### src/rtl/ds_adc_pkg.sv
// Shared types and constants for the delta-sigma ADC channel sequencer.
package ds_adc_pkg;

  localparam int unsigned DW             = 20;
  localparam int unsigned OSR_BASE       = 3;
  localparam int unsigned FLUSH_CYCLES   = 4;
  localparam int unsigned SETTLE_SAMPLES = 3;
  localparam int unsigned OSR_W          = 2;
  localparam int unsigned CNT_W          = 16;
  localparam int unsigned DEC_W          = OSR_BASE + (1 << OSR_W) - 1;
  localparam int unsigned DEC_W1         = DEC_W + 1;
  localparam int unsigned FLUSH_W        = $clog2(FLUSH_CYCLES);
  localparam int unsigned SETTLE_W       = $clog2(SETTLE_SAMPLES);

  typedef enum logic [1:0] {
    ST_IDLE   = 2'd0,
    ST_FLUSH  = 2'd1,
    ST_SETTLE = 2'd2,
    ST_RUN    = 2'd3
  } state_e;

  // Decimation factor minus one: 2^(OSR_BASE+sel) - 1
  function automatic logic [DEC_W-1:0] dec_max(input logic [OSR_W-1:0] sel);
    logic [DEC_W:0] f;
    f = DEC_W1'(1) << (OSR_BASE + 32'(sel));
    return DEC_W'(f - DEC_W1'(1));
  endfunction

endpackage

### src/rtl/ds_adc_ctrl_dec_timer.sv
// Decimation counter: wraps at max_val and emits a registered one-cycle strobe
// in the cycle the count equals max_val.
module ds_dec_timer
  import ds_adc_pkg::*;
(
  input  logic             clk,
  input  logic             rst_n,
  input  logic             en,
  input  logic             clr,
  input  logic [DEC_W-1:0] max_val,
  output logic             dclk_en
);

  logic [DEC_W-1:0] dec_cnt_q, dec_cnt_d;
  logic             dclk_en_q, dclk_en_d;

  // Strobe is looked ahead from the next count so it aligns with dec_cnt==max
  always_comb begin
    dec_cnt_d = dec_cnt_q;
    dclk_en_d = 1'b0;
    if (clr) begin
      dec_cnt_d = '0;
    end else if (en) begin
      dec_cnt_d = (dec_cnt_q == max_val) ? '0 : dec_cnt_q + DEC_W'(1);
      dclk_en_d = (dec_cnt_d == max_val);
    end
  end

  always_ff @(posedge clk or negedge rst_n) begin
    if (!rst_n) begin
      dec_cnt_q <= '0;
      dclk_en_q <= 1'b0;
    end else begin
      dec_cnt_q <= dec_cnt_d;
      dclk_en_q <= dclk_en_d;
    end
  end

  assign dclk_en = dclk_en_q;

endmodule

### src/rtl/ds_adc_ctrl.sv
// Delta-sigma ADC channel sequencer: flush/settle/run control, sample capture
// and valid/ready delivery with sticky overrun.
module ds_adc_ctrl
  import ds_adc_pkg::*;
(
  input  logic             clk,
  input  logic             rst_n,
  input  logic             start,
  input  logic             stop,
  input  logic [OSR_W-1:0] osr_sel,
  output logic             dclk_en,
  output logic             ds_rst_n,
  input  logic [DW-1:0]    sample_in,
  output logic [DW-1:0]    sample_data,
  output logic             sample_valid,
  input  logic             sample_ready,
  output logic             overrun,
  output logic             busy,
  output logic [CNT_W-1:0] sample_cnt
);

  state_e                state_q, state_d;
  logic [OSR_W-1:0]      osr_q, osr_d;
  logic [FLUSH_W-1:0]    flush_cnt_q, flush_cnt_d;
  logic [SETTLE_W-1:0]   settle_cnt_q, settle_cnt_d;
  logic                  cap_stb_q, cap_stb_d;
  logic [DW-1:0]         data_q, data_d;
  logic                  valid_q, valid_d;
  logic                  ovr_q, ovr_d;
  logic [CNT_W-1:0]      cnt_q, cnt_d;
  logic                  ds_rst_n_q, ds_rst_n_d;
  logic                  busy_q, busy_d;
  logic                  strobe;
  logic                  count_cur, count_nxt, osr_chg, accept;

  assign osr_chg   = (osr_sel != osr_q);
  assign count_cur = (state_q == ST_SETTLE) || (state_q == ST_RUN);
  assign count_nxt = (state_d == ST_SETTLE) || (state_d == ST_RUN);
  assign accept    = valid_q && sample_ready;

  ds_dec_timer u_dec_timer (
    .clk     (clk),
    .rst_n   (rst_n),
    .en      (count_cur),
    .clr     (!count_nxt),
    .max_val (dec_max(osr_q)),
    .dclk_en (strobe)
  );

  // Sequencer next state; stop overrides everything
  always_comb begin
    state_d      = state_q;
    osr_d        = osr_q;
    flush_cnt_d  = '0;
    settle_cnt_d = settle_cnt_q;
    case (state_q)
      ST_IDLE: begin
        osr_d = osr_sel;
        if (start) state_d = ST_FLUSH;
      end
      ST_FLUSH: begin
        flush_cnt_d = flush_cnt_q + FLUSH_W'(1);
        if (flush_cnt_q == FLUSH_W'(FLUSH_CYCLES - 1)) state_d = ST_SETTLE;
      end
      ST_SETTLE: begin
        if (osr_chg) begin
          osr_d   = osr_sel;
          state_d = ST_FLUSH;
        end else if (strobe) begin
          if (settle_cnt_q == SETTLE_W'(SETTLE_SAMPLES - 1)) state_d = ST_RUN;
          else settle_cnt_d = settle_cnt_q + SETTLE_W'(1);
        end
      end
      ST_RUN: begin
        if (osr_chg) begin
          osr_d   = osr_sel;
          state_d = ST_FLUSH;
        end
      end
      default: state_d = ST_IDLE;
    endcase
    if (stop) state_d = ST_IDLE;
    if (state_d != ST_SETTLE) settle_cnt_d = '0;
    if (state_d != ST_FLUSH) flush_cnt_d = '0;
  end

  // Capture and handshake; a capture coinciding with an accept is not an overrun
  always_comb begin
    ds_rst_n_d = count_nxt;
    busy_d     = (state_d != ST_IDLE);
    cap_stb_d  = strobe && (state_q == ST_RUN) && !stop;
    data_d     = data_q;
    valid_d    = valid_q;
    ovr_d      = ovr_q;
    cnt_d      = cnt_q;
    if (stop) begin
      valid_d = 1'b0;
    end else if (state_q == ST_IDLE) begin
      if (start) begin
        valid_d = 1'b0;
        ovr_d   = 1'b0;
        cnt_d   = '0;
      end
    end else if (cap_stb_q) begin
      data_d  = sample_in;
      valid_d = 1'b1;
      if (accept) cnt_d = cnt_q + CNT_W'(1);
      else if (valid_q) ovr_d = 1'b1;
    end else if (accept) begin
      valid_d = 1'b0;
      cnt_d   = cnt_q + CNT_W'(1);
    end
  end

  always_ff @(posedge clk or negedge rst_n) begin
    if (!rst_n) begin
      state_q      <= ST_IDLE;
      osr_q        <= '0;
      flush_cnt_q  <= '0;
      settle_cnt_q <= '0;
      cap_stb_q    <= 1'b0;
      data_q       <= '0;
      valid_q      <= 1'b0;
      ovr_q        <= 1'b0;
      cnt_q        <= '0;
      ds_rst_n_q   <= 1'b0;
      busy_q       <= 1'b0;
    end else begin
      state_q      <= state_d;
      osr_q        <= osr_d;
      flush_cnt_q  <= flush_cnt_d;
      settle_cnt_q <= settle_cnt_d;
      cap_stb_q    <= cap_stb_d;
      data_q       <= data_d;
      valid_q      <= valid_d;
      ovr_q        <= ovr_d;
      cnt_q        <= cnt_d;
      ds_rst_n_q   <= ds_rst_n_d;
      busy_q       <= busy_d;
    end
  end

  assign dclk_en      = strobe;
  assign ds_rst_n     = ds_rst_n_q;
  assign sample_data  = data_q;
  assign sample_valid = valid_q;
  assign overrun      = ovr_q;
  assign busy         = busy_q;
  assign sample_cnt   = cnt_q;

endmodule

### config.mk
export PLATFORM = sky130hd
export DESIGN_NAME = ds_adc_ctrl
export DESIGN_NICKNAME = d
export VERILOG_FILES = /design/src/rtl/ds_adc_pkg.sv /design/src/rtl/ds_adc_ctrl_dec_timer.sv /design/src/rtl/ds_adc_ctrl.sv
export SDC_FILE = /design/constraint.sdc
export NUM_CORES = 1
export LEC_CHECK = 0
export ABC_AREA = 1
export CORE_ASPECT_RATIO = 0.6
export CORE_UTILIZATION = 40
export DETAILED_ROUTE_END_ITERATION = 16
export GPL_ROUTABILITY_DRIVEN = 0
export PLACE_DENSITY_LB_ADDON = 0.12
export SLEW_MARGIN = 5
export SYNTH_ARGS = -nofsm -noshare
export SYNTH_HDL_FRONTEND = slang
export SYNTH_SLANG_ARGS = --single-unit
### constraint.sdc
create_clock -name clk -period 2.13 [get_ports clk]
set_input_delay 0.639 -clock clk [delete_from_list [all_inputs] [get_ports clk]]
set_output_delay 0.639 -clock clk [all_outputs]
set_load 0.05 [all_outputs]
==> tab_implementation.tex <==
\begin{tabular}{lr}
\hline
Metric & Value \\
\hline
\multicolumn{2}{l}{\textbf{Worst setup path}} \\
Largest delay share family, worst path & buffers and inverters \\
Number of buffers and inverters on the critical path & 1 \\
Slowest stage delay, CP & between 0.8 and 0.9 ns \\
Data arrival at the endpoint of the critical path & around 1.4 ns \\
Slowest library cell on the worst path & clkdlybuf4s50\_1 \\
List of cells traversed by the critical path & clkdlybuf4s50\_1 \\
Largest fanout of any net on the critical path & 2 \\
Data required time of the critical path & around 1.5 ns \\
Setup Crit Path Kind & reg2out \\
Worst setup SP type & register \\
Type of element capturing the critical path & output pin \\
\multicolumn{2}{l}{\textbf{Placed design}} \\
Sum of net half-perimeters after detailed placement & around 4.6 mm \\
Post-Place Worst Slack & -0.0409 ns \\
Number of placed instances, taps included & 460 \\
Port buffer count & 67 \\
\multicolumn{2}{l}{\textbf{Floorplan}} \\
Number of primary I/O pins & a little under 70 \\
Core Footprint & roughly 6300 sq um \\
Total Die Area & $\sim$7100 sq um \\
Chip width & $\sim$110 um \\
Placement row count & 22 \\
Floorplan die height & $\sim$66 um \\
Initial Util & a little over two fifths \\
\multicolumn{2}{l}{\textbf{Power and ir drop}} \\
Pwr Density & a little under 600 nW/um\^{}2 \\
Worst voltage drop across the vdd grid & roughly 0.36 mV \\
Total power of the final layout & 2110 uW \\
Static Leak & about 0.0019 uW \\
\multicolumn{2}{l}{\textbf{STA}} \\
Number of setup violations in the final report & 0 \\
Min Tclk post-route & a little over 2 ns \\
Post-route fraction of the period consumed by the critical path & a little over nine tenths \\
Min Hold Slack & 0.326 ns \\
Final sum of negative setup slack & 0 ns \\
Setup repair after global routing missed its margin & false \\
Worst Setup Slack, final & between 0.05 and 0.06 ns \\
Final hold violation count & 0 \\
Number of slew-limit violations in the final report & 0 \\
Worst-margin pin slew & 0.510 ns \\
Largest clock skew in the final design & 0.00489 ns \\
Maximum clock rate & 0.481 GHz \\
Relative max-transition margin & between 60\% and 70\% \\
\multicolumn{2}{l}{\textbf{Logic synthesis}} \\
Syn\_area\_per\_cell & slightly below 9 sq um \\
Most numerous cell in the Yosys netlist & nand2\_1 \\
Ys async rst share & 100\% \\
Netlist area before placement & between 2000 and 3000 sq um \\
Synth top cells by count & nand2\_1 (65), dfrtp\_1 (56), inv\_1 (40) \\
Most used flip-flop cell after synthesis & dfrtp\_1 \\
Mapped Cells & between 300 and 400 \\
Proportion of netlist area held by the largest area contributor & between 50 and 60\% \\
Register bit total from synthesis & 56 \\
Post-synth EDFFs & 0 \\
Synth Warn \# & 0 \\
Synth area leaders & dfrtp\_1 (51\%), nand2\_1 (9.0\%), mux2\_2 (8.3\%) \\
Net count after synthesis & 335 \\
Sequential fraction of the synthesis area & 51.5\% \\
Top cell type by total area after synthesis & dfrtp\_1 \\
Post-synth cell types & 29 \\
\multicolumn{2}{l}{\textbf{Clocking}} \\
Number of H-tree branching levels & 2 \\
Worst-Skew Late Latency & just under 0.3 ns \\
Clock tree from TritonCTS & done \\
Post-cts repair resize count & 0 \\
Number of buffers inserted during clock tree synthesis & 5 \\
Number of hold-repair buffers added at the cts stage & 0 \\
Clock-pin slew on the worst setup and hold paths & about 0.07 ns \\
\# Post-CTS Setup Buffers & 0 \\
Clk Tree Root Cell & clkbuf\_16 \\
Max clock buf depth & 2 \\
TritonCTS sink count & 56 \\
\multicolumn{2}{l}{\textbf{GRT}} \\
Global-route wire length before repair & about 10 mm \\
Largest net degree at the start of global routing & 57 \\
Total Routing Usage GR & about a fifth \\
Number of antenna violations at the first check in global routing & 0 \\
Number of global-route vias before repair & 2208 \\
Total gr overflow & 0 \\
\multicolumn{2}{l}{\textbf{Drt}} \\
Post-Route WL & 6.03 mm \\
Routed Antenna Nets & 0 \\
Via count of the routed design & approximately 2200 \\
Detailed-route wire length per cell & 12.9 um \\
Post-detailed-route DRC marker count & 0 \\
Via density per instance & between 4 and 5 \\
Drt initial violations & about 120 \\
Drt pass-1 iters & 5 \\
\multicolumn{2}{l}{\textbf{Min path}} \\
Worst hold path class & in2async \\
\multicolumn{2}{l}{\textbf{Finish}} \\
Count of non-filler cells in the finished layout & about 470 \\
Final layout net count & around 410 \\
ANT cells & 0 \\
Ratio of cells with drive above 1 in the final layout & a little under a quarter \\
Area growth from synthesis to layout & 33.3\% \\
\multicolumn{2}{l}{\textbf{Job}} \\
Max-cap violation count & 0 \\
\multicolumn{2}{l}{\textbf{Outcome}} \\
Status & finished, final reports clean \\
\hline
\end{tabular}
[cell type report]
| type | instances | area, sq um |
|---|---|---|
| Tap cell | 84 | 105 |
| Fill cell | 588 | 2700 |
| Multi-Input combinational cell | 199 | 1120 |
| Timing Repair Buffer | 76 | 683 |
| Clock inverter | 2 | 16.3 |
| Clock buffer | 6 | 129 |
| Inverter | 45 | 169 |
| Sequential cell | 56 | 1400 |
[final timing paths]
path                            startpoint                       end  slack (ns)  cells past startpoint
min reg2reg                 flush_cnt_q[0]            flush_cnt_q[0]        0.44                      1
min                                  rst_n  u_dec_timer.dec_cnt_q[3]        0.33                      2
max reg2reg                  sample_cnt[0]             sample_cnt[6]        0.52                      8
max                        sample_data[16]           sample_data[16]        0.05                      1
min in group clk            flush_cnt_q[0]            flush_cnt_q[0]        0.44                      1
max in group asynchronous            rst_n            sample_data[8]        1.54                      2
[registers in the layout, indices dropped and copies added (netlist names), 2 cells and up]
name	flops
flush_cnt_q	2
settle_cnt_q	2
sample_cnt	16
u_dec_timer.dec_cnt_q	6
sample_data	20
state_q	2
osr_q	2
[per-layer routing]
metal / vias up / part of all wire, % / track usage, % / wire [um]
met4: 0 / 1.1 / 5.07 / 65
met3: 7 / 9.3 / 8.08 / 562
met2: 67 / 38 / 25.9 / 2290
met1: 1025 / 52 / 26.4 / 3110
li1: 1132 / - / - / -
met5: - / 0 / 0 / 0
[placed cells by master (no fill, tap or decap), drive strengths merged, types with 11 or more instances in the layout]
| master | synthesis | final |
|---|---|---|
| clkdlybuf4s50 | 0 | 30 |
| nor2 | 38 | 38 |
| buf | 4 | 43 |
| dfrtp | 56 | 56 |
| mux2 | 20 | 20 |
| o21ai | 14 | 14 |
| nand2 | 69 | 69 |
| inv | 45 | 45 |
| a21oi | 11 | 11 |
| nand3 | 18 | 18 |
[where the power goes]
group | switching, uW | internal, uW
Combinational | 121 | 90.5
Sequential | 14.1 | 1080
Clock | 369 | 439
[stage by stage]
step                area, sq um  utilization [%]
finish                     3630             57.3
CTS                        3620             57.2
floorplan                  2720                -
detailed placement         3480             54.9
global route               3630             57.3
global placement           3480             54.9
[cells by family (layout without fill, tap and decap cells)]
| family | Yosys count | count (layout) | synth area share, % |
|---|---|---|---|
| XOR/XNOR | 6 | 6 | 1.93 |
| multiplexers | 21 | 21 | 8.64 |
| buffers and inverters | 49 | 129 | 7.17 |
| AO/OA/AOI/OAI | 31 | 31 | 6.30 |
| flip-flops | 56 | 56 | 51.5 |
| adder cells (fa/ha/maj) | 4 | 4 | 1.84 |
| AND/OR/NAND/NOR | 137 | 137 | 22.6 |
No activity file was read; power rests on OpenSTA's default activity.
